## config.mk

```make
export PLATFORM = sky130hd
export DESIGN_NAME = mc_control_fsm
export DESIGN_NICKNAME = d
export VERILOG_FILES = /design/src/rtl/rv32i_pkg.sv /design/src/rtl/mc_wait_timer.sv /design/src/rtl/mc_control_fsm.sv
export SDC_FILE = /design/constraint.sdc
export NUM_CORES = 1
export LEC_CHECK = 0
export BUFFER_PORTS_ARGS = -buffer_cell sky130_fd_sc_hd__buf_2
export CAP_MARGIN = 40
export CELL_PAD_IN_SITES_DETAIL_PLACEMENT = 0
export CELL_PAD_IN_SITES_GLOBAL_PLACEMENT = 1
export CORE_MARGIN = 1.5
export CORE_UTILIZATION = 44
export CTS_BUF_LIST = sky130_fd_sc_hd__clkbuf_4
export CTS_CLUSTER_SIZE = 25
export DETAILED_ROUTE_END_ITERATION = 7
export GPL_TIMING_DRIVEN = 0
export PLACE_DENSITY_LB_ADDON = 0.1
export SLEW_MARGIN = 20
export SYNTH_ARGS = -nofsm -noshare
export SYNTH_HDL_FRONTEND = slang
export SYNTH_SLANG_ARGS = --single-unit
export TNS_END_PERCENT = 5
```

## constraint.sdc

```tcl
create_clock -name i_clk -period 3.9 [get_ports i_clk]
set_input_delay 0.39 -clock i_clk [delete_from_list [all_inputs] [get_ports i_clk]]
set_output_delay 0.39 -clock i_clk [all_outputs]
set_load 0.03 [all_outputs]
```

## src/rtl/rv32i_pkg.sv

```systemverilog
// rtl/rv32i_pkg.sv - opcodes, sequencer states and mux select encodings for the multi-cycle RV32I core
package rv32i_pkg;

    localparam logic [6:0] OPC_OP     = 7'b0110011;
    localparam logic [6:0] OPC_OP_IMM = 7'b0010011;
    localparam logic [6:0] OPC_LOAD   = 7'b0000011;
    localparam logic [6:0] OPC_STORE  = 7'b0100011;
    localparam logic [6:0] OPC_BRANCH = 7'b1100011;
    localparam logic [6:0] OPC_JAL    = 7'b1101111;
    localparam logic [6:0] OPC_JALR   = 7'b1100111;
    localparam logic [6:0] OPC_LUI    = 7'b0110111;
    localparam logic [6:0] OPC_AUIPC  = 7'b0010111;

    typedef enum logic [2:0] {
        FETCH,
        DECODE,
        EXECUTE,
        MEM,
        WB,
        TRAP
    } state_t;

    localparam logic [1:0] SRC_A_PC       = 2'b00;
    localparam logic [1:0] SRC_A_REG      = 2'b01;
    localparam logic [1:0] SRC_A_FETCH_PC = 2'b10;
    localparam logic [1:0] SRC_A_ZERO     = 2'b11;

    localparam logic [1:0] SRC_B_REG  = 2'b00;
    localparam logic [1:0] SRC_B_FOUR = 2'b01;
    localparam logic [1:0] SRC_B_IMM  = 2'b10;

    localparam logic [1:0] ALU_ADD    = 2'b00;
    localparam logic [1:0] ALU_FUNCT  = 2'b01;
    localparam logic [1:0] ALU_BRANCH = 2'b10;

    localparam logic [1:0] WB_ALU_OUT = 2'b00;
    localparam logic [1:0] WB_MEM     = 2'b01;
    localparam logic [1:0] WB_IMM     = 2'b10;
    localparam logic [1:0] WB_PC      = 2'b11;

    localparam logic [1:0] PC_ALU       = 2'b00;
    localparam logic [1:0] PC_ALU_OUT   = 2'b01;
    localparam logic [1:0] PC_ALU_ALIGN = 2'b10;

    localparam logic [1:0] CAUSE_NONE    = 2'b00;
    localparam logic [1:0] CAUSE_ILLEGAL = 2'b01;
    localparam logic [1:0] CAUSE_IMEM    = 2'b10;
    localparam logic [1:0] CAUSE_DMEM    = 2'b11;

    function automatic logic is_legal(input logic [6:0] opc);
        case (opc)
            OPC_OP, OPC_OP_IMM, OPC_LOAD, OPC_STORE, OPC_BRANCH,
            OPC_JAL, OPC_JALR, OPC_LUI, OPC_AUIPC: is_legal = 1'b1;
            default:                               is_legal = 1'b0;
        endcase
    endfunction

endpackage

```

## src/rtl/mc_wait_timer.sv

```systemverilog
// rtl/mc_wait_timer.sv - counts ready-low cycles of a memory wait and flags the timeout
module mc_wait_timer #(
    parameter int LIMIT = 16
) (
    input  logic i_clk,
    input  logic i_clear,
    input  logic i_tick,
    output logic o_expired
);

    generate
        if (LIMIT == 0) begin : g_never
            logic w_unused;
            assign w_unused  = ^{i_clk, i_clear, i_tick};
            assign o_expired = 1'b0;
        end else begin : g_count
            localparam int W = (LIMIT > 1) ? $clog2(LIMIT) : 1;
            localparam logic [W-1:0] LAST = W'(LIMIT - 1);
            logic [W-1:0] r_count;

            // Count ready-low cycles since the wait began; saturate at the last legal value
            always_ff @(posedge i_clk) begin
                if (i_clear) begin
                    r_count <= '0;
                end else if (i_tick && (r_count != LAST)) begin
                    r_count <= r_count + W'(1);
                end
            end

            // The LIMIT-th consecutive ready-low cycle expires; ready in that cycle suppresses it
            assign o_expired = i_tick && !i_clear && (r_count == LAST);
        end
    endgenerate

endmodule

```

## src/rtl/mc_control_fsm.sv

```systemverilog
// rtl/mc_control_fsm.sv - multi-cycle RV32I sequencer with memory handshakes, timeouts and traps
module mc_control_fsm
    import rv32i_pkg::*;
#(
    parameter int WAIT_TIMEOUT = 16,
    parameter int CNT_W        = 32
) (
    input  logic             i_clk,
    input  logic             i_reset,
    input  logic [6:0]       i_opcode,
    input  logic             i_branch_taken,
    input  logic             i_imem_ready,
    input  logic             i_dmem_ready,
    output logic             o_imem_req,
    output logic             o_dmem_req,
    output logic             o_dmem_wren,
    output logic             o_pc_write,
    output logic             o_ir_write,
    output logic             o_reg_write,
    output logic [1:0]       o_alu_src_a,
    output logic [1:0]       o_alu_src_b,
    output logic [1:0]       o_alu_op,
    output logic [1:0]       o_writeback_src,
    output logic [1:0]       o_pc_src,
    output logic             o_instr_retired,
    output logic [CNT_W-1:0] o_retired_count,
    output logic             o_trap,
    output logic [1:0]       o_trap_cause
);

    state_t           r_state;
    logic             r_trap;
    logic [1:0]       r_trap_cause;
    logic [CNT_W-1:0] r_retired_count;

    logic       w_in_wait, w_ready, w_expired;
    logic       w_imem_req, w_dmem_req, w_dmem_wren;
    logic       w_pc_write, w_ir_write, w_reg_write, w_retire;
    logic [1:0] w_alu_src_a, w_alu_src_b, w_alu_op, w_wb_src, w_pc_src;

    assign w_in_wait = (r_state == FETCH) || (r_state == MEM);
    assign w_ready   = (r_state == FETCH) ? i_imem_ready : i_dmem_ready;

    // One timer serves both waits; it restarts whenever no wait is pending or ready arrives
    mc_wait_timer #(.LIMIT(WAIT_TIMEOUT)) u_wait_timer (
        .i_clk     (i_clk),
        .i_clear   (i_reset || !w_in_wait || w_ready),
        .i_tick    (w_in_wait && !w_ready),
        .o_expired (w_expired)
    );

    // Datapath controls decoded from state, the latched opcode and the memory ready lines
    always_comb begin
        w_imem_req  = 1'b0;
        w_dmem_req  = 1'b0;
        w_dmem_wren = 1'b0;
        w_pc_write  = 1'b0;
        w_ir_write  = 1'b0;
        w_reg_write = 1'b0;
        w_retire    = 1'b0;
        w_alu_src_a = SRC_A_PC;
        w_alu_src_b = SRC_B_REG;
        w_alu_op    = ALU_ADD;
        w_wb_src    = WB_ALU_OUT;
        w_pc_src    = PC_ALU;
        case (r_state)
            FETCH: begin
                w_imem_req  = 1'b1;
                w_alu_src_b = SRC_B_FOUR;
                w_ir_write  = i_imem_ready;
                w_pc_write  = i_imem_ready;
            end
            DECODE: begin
                w_alu_src_a = SRC_A_FETCH_PC;
                w_alu_src_b = SRC_B_IMM;
            end
            EXECUTE: begin
                case (i_opcode)
                    OPC_OP: begin
                        w_alu_src_a = SRC_A_REG;
                        w_alu_op    = ALU_FUNCT;
                    end
                    OPC_OP_IMM: begin
                        w_alu_src_a = SRC_A_REG;
                        w_alu_src_b = SRC_B_IMM;
                        w_alu_op    = ALU_FUNCT;
                    end
                    OPC_LOAD, OPC_STORE: begin
                        w_alu_src_a = SRC_A_REG;
                        w_alu_src_b = SRC_B_IMM;
                    end
                    OPC_BRANCH: begin
                        w_alu_src_a = SRC_A_REG;
                        w_alu_op    = ALU_BRANCH;
                        w_pc_write  = i_branch_taken;
                        w_pc_src    = i_branch_taken ? PC_ALU_OUT : PC_ALU;
                        w_retire    = 1'b1;
                    end
                    OPC_JAL: begin
                        w_pc_write  = 1'b1;
                        w_pc_src    = PC_ALU_OUT;
                        w_reg_write = 1'b1;
                        w_wb_src    = WB_PC;
                        w_retire    = 1'b1;
                    end
                    OPC_JALR: begin
                        w_alu_src_a = SRC_A_REG;
                        w_alu_src_b = SRC_B_IMM;
                        w_pc_write  = 1'b1;
                        w_pc_src    = PC_ALU_ALIGN;
                        w_reg_write = 1'b1;
                        w_wb_src    = WB_PC;
                        w_retire    = 1'b1;
                    end
                    OPC_LUI: begin
                        w_reg_write = 1'b1;
                        w_wb_src    = WB_IMM;
                        w_retire    = 1'b1;
                    end
                    OPC_AUIPC: begin
                        w_reg_write = 1'b1;
                        w_retire    = 1'b1;
                    end
                    default: ;
                endcase
            end
            MEM: begin
                w_dmem_req  = 1'b1;
                w_dmem_wren = (i_opcode == OPC_STORE);
                w_retire    = (i_opcode == OPC_STORE) && i_dmem_ready;
            end
            WB: begin
                w_reg_write = 1'b1;
                w_wb_src    = (i_opcode == OPC_LOAD) ? WB_MEM : WB_ALU_OUT;
                w_retire    = 1'b1;
            end
            default: ;
        endcase
    end

    // Sequencer state, sticky trap and retire counter
    always_ff @(posedge i_clk) begin
        if (i_reset) begin
            r_state         <= FETCH;
            r_trap          <= 1'b0;
            r_trap_cause    <= CAUSE_NONE;
            r_retired_count <= '0;
        end else begin
            if (w_retire) begin
                r_retired_count <= r_retired_count + CNT_W'(1);
            end
            case (r_state)
                FETCH: begin
                    if (w_expired) begin
                        r_state      <= TRAP;
                        r_trap       <= 1'b1;
                        r_trap_cause <= CAUSE_IMEM;
                    end else if (i_imem_ready) begin
                        r_state <= DECODE;
                    end
                end
                DECODE: begin
                    if (!is_legal(i_opcode)) begin
                        r_state      <= TRAP;
                        r_trap       <= 1'b1;
                        r_trap_cause <= CAUSE_ILLEGAL;
                    end else begin
                        r_state <= EXECUTE;
                    end
                end
                EXECUTE: begin
                    case (i_opcode)
                        OPC_OP, OPC_OP_IMM:  r_state <= WB;
                        OPC_LOAD, OPC_STORE: r_state <= MEM;
                        OPC_BRANCH, OPC_JAL, OPC_JALR, OPC_LUI, OPC_AUIPC: r_state <= FETCH;
                        default: begin
                            r_state      <= TRAP;
                            r_trap       <= 1'b1;
                            r_trap_cause <= CAUSE_ILLEGAL;
                        end
                    endcase
                end
                MEM: begin
                    if (w_expired) begin
                        r_state      <= TRAP;
                        r_trap       <= 1'b1;
                        r_trap_cause <= CAUSE_DMEM;
                    end else if (i_dmem_ready) begin
                        r_state <= (i_opcode == OPC_STORE) ? FETCH : WB;
                    end
                end
                WB:      r_state <= FETCH;
                default: r_state <= TRAP;
            endcase
        end
    end

    // Reset forces every output low in the same cycle, even in the middle of an access
    assign o_imem_req      = w_imem_req  && !i_reset;
    assign o_dmem_req      = w_dmem_req  && !i_reset;
    assign o_dmem_wren     = w_dmem_wren && !i_reset;
    assign o_pc_write      = w_pc_write  && !i_reset;
    assign o_ir_write      = w_ir_write  && !i_reset;
    assign o_reg_write     = w_reg_write && !i_reset;
    assign o_instr_retired = w_retire    && !i_reset;
    assign o_alu_src_a     = i_reset ? 2'b00 : w_alu_src_a;
    assign o_alu_src_b     = i_reset ? 2'b00 : w_alu_src_b;
    assign o_alu_op        = i_reset ? 2'b00 : w_alu_op;
    assign o_writeback_src = i_reset ? 2'b00 : w_wb_src;
    assign o_pc_src        = i_reset ? 2'b00 : w_pc_src;
    assign o_retired_count = i_reset ? '0 : r_retired_count;
    assign o_trap          = r_trap && !i_reset;
    assign o_trap_cause    = i_reset ? CAUSE_NONE : r_trap_cause;

endmodule

```

==> results by group <==
Timing
  – Worst-Margin Slew: 0.707 ns
  – Final hold viol count: 0
  – TNS Setup: 0 ns
  – Max_slew headroom: 52.4%
  – Slew Viols, Final: 0
  – Min cycle time layout: 2.81 ns
  – Worst hold slack: 0.469 ns
  – RSZ-0062 raised after global routing: false
  – Clock Skew: 0.0170 ns
  – Fin crit share: 72.0%
  – # setup viols final: 0
  – F_max: 0.356 GHz

Synthesis
  – Post-synthesis net count: 378
  – YS warnings: 0
  – Most common cell in the netlist: nor2_1
  – Ys flop type: dfxtp_1
  – Number of enable flip-flop cells after synthesis: 0
  – Largest area contributor in the netlist: dfxtp_1
  – Seq cells post-synth: 42
  – Mapped cell area: 2800 µm²
  – Commonest cells post-synth: nor2_1, dfxtp_1, nor2b_1
  – Post-Synthesis Cells: 364
  – Top cell type's share of synthesized area: 30.0%
  – Asr flop ratio synth: 0%
  – Synth area leaders: dfxtp_1, mux2_2, nor2b_1
  – Part of the Yosys area used for sequential elements: 30.0%
  – Netlist cell types: 52
  – Syn Area/Cell: 7.70 µm²

CTS
  – # Post-CTS Setup Buffers: 0
  – CTS tree: done
  – Clk sinks: 42
  – CTS Hold Buffers Added: 0
  – Clock-pin slew on the worst setup and hold paths: 0.12 ns
  – Cts repair resizes: 0
  – H-tree depth: 2
  – Maximum clock insertion buffer count: 2
  – Worst skew pair latency: 0.36 ns
  – CTS buffer count: 5
  – Root Driver: clkbuf_4

Worst setup path
  – Critical Path RT: 3.51 ns
  – Critical Path Source Type: flop
  – CP Class: flop to primary output
  – Max FO, Critical Path: 10
  – CP endpoint kind: primary output
  – Crit path DAT: 2.42 ns

Cells and area
  – Final std cells w/o fill: 509
  – Share of layout cells above drive strength 1: 27.2%
  – P&R area growth vs syn: 17.4%
  – Register Area: 841 µm²
  – Finished Core Util: 54.6%
  – FILL cells: 622
  – Nets: 447
  – Multi-input logic area: 1810 µm²
  – N_diodes: 0

Die
  – Core area: 6030 µm²
  – Die area: 6860 µm²
  – Placement row count: 28
  – Initial Util: 46.5%
  – IO Pins: 64
  – Die Ht: 82.8 µm
  – Die width: 82.8 µm

Power and ir drop
  – Part of the power in registers: 33.4%
  – Logic pwr share: 46.4%
  – Switch share: 43.9%
  – Worst vdd ir: 192 µV
  – Pwr Density: 448 nW/µm²
  – P_leak: 0.00140 µW
  – Internal power: 827 µW
  – Clk pwr share: 20.2%
  – Sw power: 647 µW

Drt
  – Overall via count from detail_route: 2923
  – DRC: 0
  – Drt pass-1 iters: 4
  – Vias per inst: 5.74
  – Post-Route WL: 7910 µm
  – 1st-iter DRT viols: 201
  – Detail Route Antenna Nets: 0
  – Average routed wire per standard cell: 15.5 µm

Placed design
  – Port buffer count: 62
  – Routability cong.: 0.896
  – HPWL Detailed: 5830 µm
  – Cells after DPL: 501

GRT
  – First-pass GRT wire length: 13100 µm
  – Initial antenna violation count: 0
  – Number of global-route vias before repair: 2678
  – Total GRT Usage: 22.8%
  – Total grt overflow: 0
  – Largest net degree at the start of global routing: 13

Run
  – Max Cap Viol: 0

Hold path
  – Min-Delay Path Class: input port to flop

Run status
  – Status: finished, final reports clean
==> critical path, cell delays in order (launching register included) <==
cell and delay, ns:
dfxtp_1 0.34, buf_4 0.14, nor2b_2 0.13, buf_4 0.14, o2111ai_1 0.19, o221a_2 0.32
buf_6 0.15, buf_2 0.19, nor3_1 0.23, buf_2 0.24
==> path summary, 6_finish.rpt <==
path,cells after the start,end,start,slack [ns]
worst max-delay path,9,o_instr_retired,r_state[1],1.09
worst min-delay path,3,r_trap,i_reset,0.47
worst min register to register,2,u_wait_timer.g_count.r_count[1],u_wait_timer.g_count.r_count[1],0.48
worst max register to register,5,r_retired_count[27],r_retired_count[4],1.48
==> routing by layer <==
| metal | up-vias | wire length (µm) | track usage [%] |
|---|---|---|---|
| met5 | - | 0 | 0 |
| met4 | 0 | 72 | 5.15 |
| met3 | 6 | 543 | 4.08 |
| met2 | 96 | 3490 | 35.3 |
| met1 | 1362 | 3800 | 33.0 |
| li1 | 1459 | - | - |
==> placed cells by master (no fill, tap or decap), drive strengths merged, types with 13 or more instances in the layout <==
cell / Yosys / routed
buf: 14 / 76
nor2: 47 / 47
dfxtp: 42 / 42
nor2b: 37 / 37
mux2: 30 / 30
nor3: 26 / 26
nand2: 23 / 23
nand3: 20 / 20
nand4: 20 / 20
clkbuf: 11 / 18
a21oi: 13 / 13
nor4: 13 / 13
==> cells by family (layout without fill, tap and decap cells) <==
family                     Yosys count  after routing  share of synthesized area, %
DFF                                 42             42                          30.0
muxes                               30             30                          12.1
adders and majority gates            2              2                         0.893
buffers and inverters               34            104                          5.58
AOI/OAI and AO/OA                   43             43                          10.2
and+or+nand+nor                    211            211                          40.7
xor gates and xnor gates             2              2                         0.625
==> sequential cells by signal, indices dropped and copies added (netlist names) <==
signal and cells:
r_retired_count 32, u_wait_timer.g_count.r_count 4, r_state 3, r_trap_cause 2
r_trap 1
==> through the flow <==
stage          total power, µW  worst slack, ns  area (µm²)
3_5_place_dp              1180             1.28        3210
6_report                  1470             1.09        3290
3_3_place_gp              1170             1.23        3210
2_1_floorplan             1000             1.07        2800
5_1_grt                   1570            0.945        3290
4_1_cts                   1470             1.07        3290
==> power by group through the flow <==
| stage | clock network [µW] | logic, µW | registers, µW |
|---|---|---|---|
| 6_report | 298 | 685 | 493 |
| 4_1_cts | 305 | 678 | 492 |
| 5_1_grt | 322 | 749 | 499 |
| 3_3_place_gp | 0 | 673 | 500 |
| 2_1_floorplan | 0 | 506 | 495 |
| 3_5_place_dp | 0 | 675 | 502 |
==> area by class of cell <==
cell class / count / share of cell area (%)
repair buffers: 62 / 9.43
flip-flops and latches: 42 / 25.6
multi-input cells: 288 / 54.9
plain buffers: 25 / 3.73
clock inverters: 1 / 0.913
clock buffers: 7 / 1.60
well taps: 75 / 2.85
inverters: 9 / 1.03
Note: power is estimated with default switching activity, not from simulation.
